File: src/rtl/gray_tx.sv
// ============================================================================
//  Module      : gray_tx
//  Description : Gray-code stimulus transmitter for the loopback latency
//                checker. Steps a binary counter at a programmable rate for a
//                programmable burst and drives its registered Gray encoding.
//                Optional macro GRAY_TX_SELFCHECK_EN adds a sticky
//                single-bit-change checker on o_err.
//  Revision    : 1.0 - initial release
// ============================================================================
`default_nettype none
`timescale 1ns/1ps

module gray_tx #(
    parameter int WIDTH = 8,
    parameter int DIV_W = 4,
    parameter int LEN_W = 8
) (
    input  logic             i_clk,
    input  logic             i_rst_n,
    input  logic             i_start,
    input  logic             i_stop,
    input  logic [DIV_W-1:0] i_div,
    input  logic [LEN_W-1:0] i_len,
    output logic [WIDTH-1:0] o_out,
    output logic             o_step,
    output logic             o_busy,
    output logic             o_done,
    output logic             o_err
);

    typedef enum logic [0:0] {
        S_IDLE = 1'b0,
        S_RUN  = 1'b1
    } state_t;

    state_t             r_state;
    logic [WIDTH-1:0]   r_bin;
    logic [DIV_W-1:0]   r_prescale;
    logic [DIV_W-1:0]   r_div_q;
    logic [LEN_W-1:0]   r_sent;
    logic [LEN_W-1:0]   r_len_q;

    logic [WIDTH-1:0]   w_bin_next;
    logic [LEN_W-1:0]   w_sent_next;

    assign w_bin_next  = r_bin + 1'b1;
    assign w_sent_next = r_sent + 1'b1;

    always_ff @(posedge i_clk or negedge i_rst_n) begin
        if (!i_rst_n) begin
            r_state    <= S_IDLE;
            r_bin      <= '0;
            r_prescale <= '0;
            r_div_q    <= '0;
            r_sent     <= '0;
            r_len_q    <= '0;
            o_out      <= '0;
            o_step     <= 1'b0;
            o_busy     <= 1'b0;
            o_done     <= 1'b0;
        end else begin
            o_step <= 1'b0;
            o_done <= 1'b0;
            case (r_state)
                S_IDLE: begin
                    if (i_start && !i_stop) begin
                        r_div_q    <= i_div;
                        r_len_q    <= i_len;
                        r_prescale <= '0;
                        r_sent     <= '0;
                        r_state    <= S_RUN;
                        o_busy     <= 1'b1;
                    end
                end
                S_RUN: begin
                    // Stop wins over a step falling due on the same edge.
                    if (i_stop) begin
                        r_state <= S_IDLE;
                        o_busy  <= 1'b0;
                    end else if (r_prescale == r_div_q) begin
                        r_bin      <= w_bin_next;
                        o_out      <= w_bin_next ^ (w_bin_next >> 1);
                        o_step     <= 1'b1;
                        r_prescale <= '0;
                        r_sent     <= w_sent_next;
                        if ((r_len_q != '0) && (w_sent_next == r_len_q)) begin
                            o_done  <= 1'b1;
                            o_busy  <= 1'b0;
                            r_state <= S_IDLE;
                        end
                    end else begin
                        r_prescale <= r_prescale + 1'b1;
                    end
                end
                default: begin
                    r_state <= S_IDLE;
                    o_busy  <= 1'b0;
                end
            endcase
        end
    end

`ifdef GRAY_TX_SELFCHECK_EN
    logic [WIDTH-1:0] r_prev_out;
    logic             r_err;

    always_ff @(posedge i_clk or negedge i_rst_n) begin
        if (!i_rst_n) begin
            r_prev_out <= '0;
            r_err      <= 1'b0;
        end else if (o_step) begin
            r_prev_out <= o_out;
            if ($countones(o_out ^ r_prev_out) != 1) begin
                r_err <= 1'b1;
            end
        end
    end

    assign o_err = r_err;
`else
    assign o_err = 1'b0;
`endif

endmodule

`default_nettype wire

File: config.mk
export PLATFORM = sky130hd
export DESIGN_NAME = gray_tx
export DESIGN_NICKNAME = d
export VERILOG_FILES = /design/src/rtl/gray_tx.sv
export SDC_FILE = /design/constraint.sdc
export NUM_CORES = 1
export LEC_CHECK = 0
export CAP_MARGIN = 10
export CORE_MARGIN = 3
export CORE_UTILIZATION = 38
export CTS_BUF_LIST = sky130_fd_sc_hd__clkbuf_4 sky130_fd_sc_hd__clkbuf_8
export CTS_CLUSTER_DIAMETER = 30
export DETAILED_ROUTE_END_ITERATION = 7
export GPL_ROUTABILITY_DRIVEN = 0
export SLEW_MARGIN = 20
export SYNTH_ARGS = -nofsm -noshare
export SYNTH_HDL_FRONTEND = slang
export SYNTH_SLANG_ARGS = --single-unit
File: constraint.sdc
create_clock -name i_clk -period 2.2 [get_ports i_clk]
set_input_delay 0.33 -clock i_clk [delete_from_list [all_inputs] [get_ports i_clk]]
set_output_delay 0.33 -clock i_clk [all_outputs]
set_load 0.005 [all_outputs]
==> impl_metrics.json <==
{
  "maxSlewHeadroom_pct": 63.6,
  "post-route-util_pct": 48.0,
  "ctsRootBufferMaster": "clkbuf_8",
  "cp.required_ps": 2420,
  "synth_cells": 206,
  "ctsHoldBuffers": 0,
  "yosys_most_used_dff": "dfrtp_1",
  "synth_compound_area_share_pct": 8.96,
  "synth_top_family_by_area": "simple AND/OR/NAND/NOR gates",
  "grt_usage_pct": 14.0,
  "detail_route.vias_per_cell": 4.79,
  "post_cts_resized": 0,
  "outcome": "complete, but fails checks",
  "crit_type": "reg2reg",
  "synthXorXnorAreaFrac_pct": 14.7,
  "drtPass1Iterations": 4,
  "final_hold_viol_count": 1,
  "wl_um": 3970,
  "drc": 0,
  "synth_top_area_share_pct": 48.8,
  "fin_crit_sh_pct": 90.8,
  "synth-simple-area-share_pct": 16.8,
  "yosysSeqAreaShare_pct": 48.8,
  "grt_pass1_wl_um": 7170,
  "grt_start_max_net_pins": 29,
  "wl_met2_um": 1700,
  "dp_hpwl_um": 2860,
  "finClkSkew_ps": 8.34,
  "drive_gt1_share_pct": 12.7,
  "dp_cells": 301,
  "reg2reg_slack_ps": 200,
  "ir_worst_vdd_mv": 0.314,
  "synth_fa_ha_area_share_pct": 1.70,
  "m1WireLength_um": 2030,
  "ys_types": 37,
  "yosys-top-cells-area": "dfrtp_1 49%, xnor2_1 10%, mux2_2 6.1%, xor2_1 4.4%, o21ai_0 4.3%",
  "numCtsBuffers": 5,
  "grt_pass1_vias": 1479,
  "p_leak_uw": 0.00112,
  "async_flop_share_pct": 100,
  "syn-cell-area_mm2": 0.00221,
  "worstPathMaxFanout": 7,
  "arrival_ps": 2210,
  "area_growth_pct": 21.3,
  "slew_violations": 0,
  "antennaDiodeCount": 0,
  "muxShareOfSynthArea_pct": 6.58,
  "min_period_ps": 2000,
  "syn_area_per_cell_um2": 10.7,
  "htreeDepth": 2,
  "powerDensity_mw_per_mm2": 774,
  "num_rows": 27,
  "r2r_cells": 6,
  "cts_setup_buffers": 0,
  "clk_pin_slew_ps": 80,
  "initial_utilization_pct": 39.6,
  "die_area_mm2": 0.00676,
  "hold_ws_ps": -1.68,
  "dr_total_vias": 1480,
  "clk_latency_ps": 300,
  "io_buffers": 26,
  "reg2reg_to": "o_done",
  "yosysWarnings": 0,
  "antenna_found_initial": 0,
  "ios": 28,
  "synth.largest_area_cell": "dfrtp_1",
  "drt_iter0_markers": 45,
  "core_area_mm2": 0.00557,
  "crit_path_cell_trace": "ha_1, and3_1, and3_4, xnor2_1, nor4_4, nor4b_4",
  "critical_path.slowest_cell": "dfrtp_1",
  "maxCapViolations": 0,
  "layout.nets": 255,
  "cts_sinks": 43,
  "setup_violations": 0,
  "highest_layer": "met4",
  "synth_edf_count": 0,
  "n_fill_cell": 523,
  "fin_tns_setup_ps": 0,
  "overflow": 0,
  "postRouteAntennaNets": 0,
  "worstReg2RegStart": "r_sent[0]",
  "wl_met3_um": 168,
  "synth-seq-cells": 43,
  "dieWidth_um": 82.2,
  "end_kind": "flop",
  "final_cells": 309,
  "clock_path_buffers": 2,
  "crit_path_start_kind": "flop",
  "slowest_delay_ps": 460,
  "cts_tree": "done",
  "hold_class": "in2async",
  "tightest_slew_ps": 540,
  "violations": "hold timing",
  "rsz0062_at_grt": "false",
  "syn-num-nets": 225,
  "dieHeight_um": 82.2,
  "wl_per_cell_um": 12.9,
  "fmax_mhz": 501
}
==> power breakdown <==
part / internal [uW] / switching [uW]
clock network: 367 / 271
registers: 892 / 97.2
logic: 250 / 194
total: 1510 / 562
==> cells in the mapped netlist, types with 2 or more instances <==
library cell and instances:
inv_1 3, o21ai_0 19, a22o_1 5, ha_1 3, nand2_1 25, xor2_1 11, a21oi_1 2, buf_2 5
nor2_1 8, mux2_2 12, nor3b_1 3, nand2b_1 3, nand4_1 2, buf_4 2, nor3_1 4, nor2b_1 4
and3_1 3, xnor2_1 26, a31oi_1 2, dfrtp_1 43, nand3_1 5
==> worst max-delay path: cells and delay by family, from the launching register on <==
family / cells / cell delay [ps]
xor+xnor: 1 / 150
fa+ha+maj: 1 / 300
flops: 1 / 460
simple gates: 4 / 1010
==> worst max-delay path by stage <==
stage	startpoint	end
floorplan	r_sent[0]	o_done
detailed placement	r_sent[0]	o_done
finish	r_sent[0]	o_done
global placement	r_sent[0]	o_done
CTS	r_sent[0]	o_done
global route	r_sent[0]	r_state
==> per-layer routing <==
layer,GRT usage (%),up-vias
met4,5.98,0
met2,20.4,26
met3,3.69,7
met1,19.7,685
met5,0,-
li1,-,762
==> metrics by stage <==
step | instance area (um^2) | total power (uW) | setup slack [ps]
floorplan | 2210 | 1300 | 386
global placement | 2560 | 1450 | 260
detailed placement | 2560 | 1460 | 218
CTS | 2680 | 2110 | 195
global route | 2680 | 2220 | 65.6
finish | 2680 | 2070 | 203
==> cell type report <==
class | instances | area, um^2 | share of cell area [%]
multi-input cells | 153 | 1080 | 40.5
flip-flops and latches | 43 | 1080 | 40.2
repair buffers | 30 | 298 | 11.1
well taps | 72 | 90.1 | 3.37
clock buffers | 6 | 82.6 | 3.09
clock inverters | 2 | 35.0 | 1.31
inverters | 3 | 11.3 | 0.421
==> sequential cells by signal, summed over array words and instances (netlist names) <==
| register | flops |
|---|---|
| r_len_q | 8 |
| o_step | 1 |
| o_done | 1 |
| r_prescale | 4 |
| o_out | 7 |
| o_busy | 1 |
| r_bin | 8 |
| r_state | 1 |
| r_sent | 8 |
| r_div_q | 4 |
==> cells by family (layout without fill, tap and decap cells) <==
group	count (synthesis)	in the layout
AOI/OAI and AO/OA	33	33
other	1	1
DFF	43	43
buffers and inverters	10	41
xor gates and xnor gates	37	37
muxes	13	13
adders and majority gates	3	3
and+or+nand+nor	66	66
==> placed cells by master (no fill, tap or decap), types with 3 or more instances in the layout <==
cell type	synthesis	routed
dfrtp_1	43	43
xnor2_1	26	26
nand2_1	25	25
clkdlybuf4s50_1	0	25
o21ai_0	19	19
mux2_2	12	12
xor2_1	11	11
nor2_1	8	8
clkbuf_8	0	6
nand3_1	5	5
a22o_1	5	5
nor3_1	4	4
nor2b_1	4	4
and3_1	3	3
nand2b_1	3	3
inv_1	3	3
ha_1	3	3
buf_4	2	3
Power figures use the tool's default switching activity.
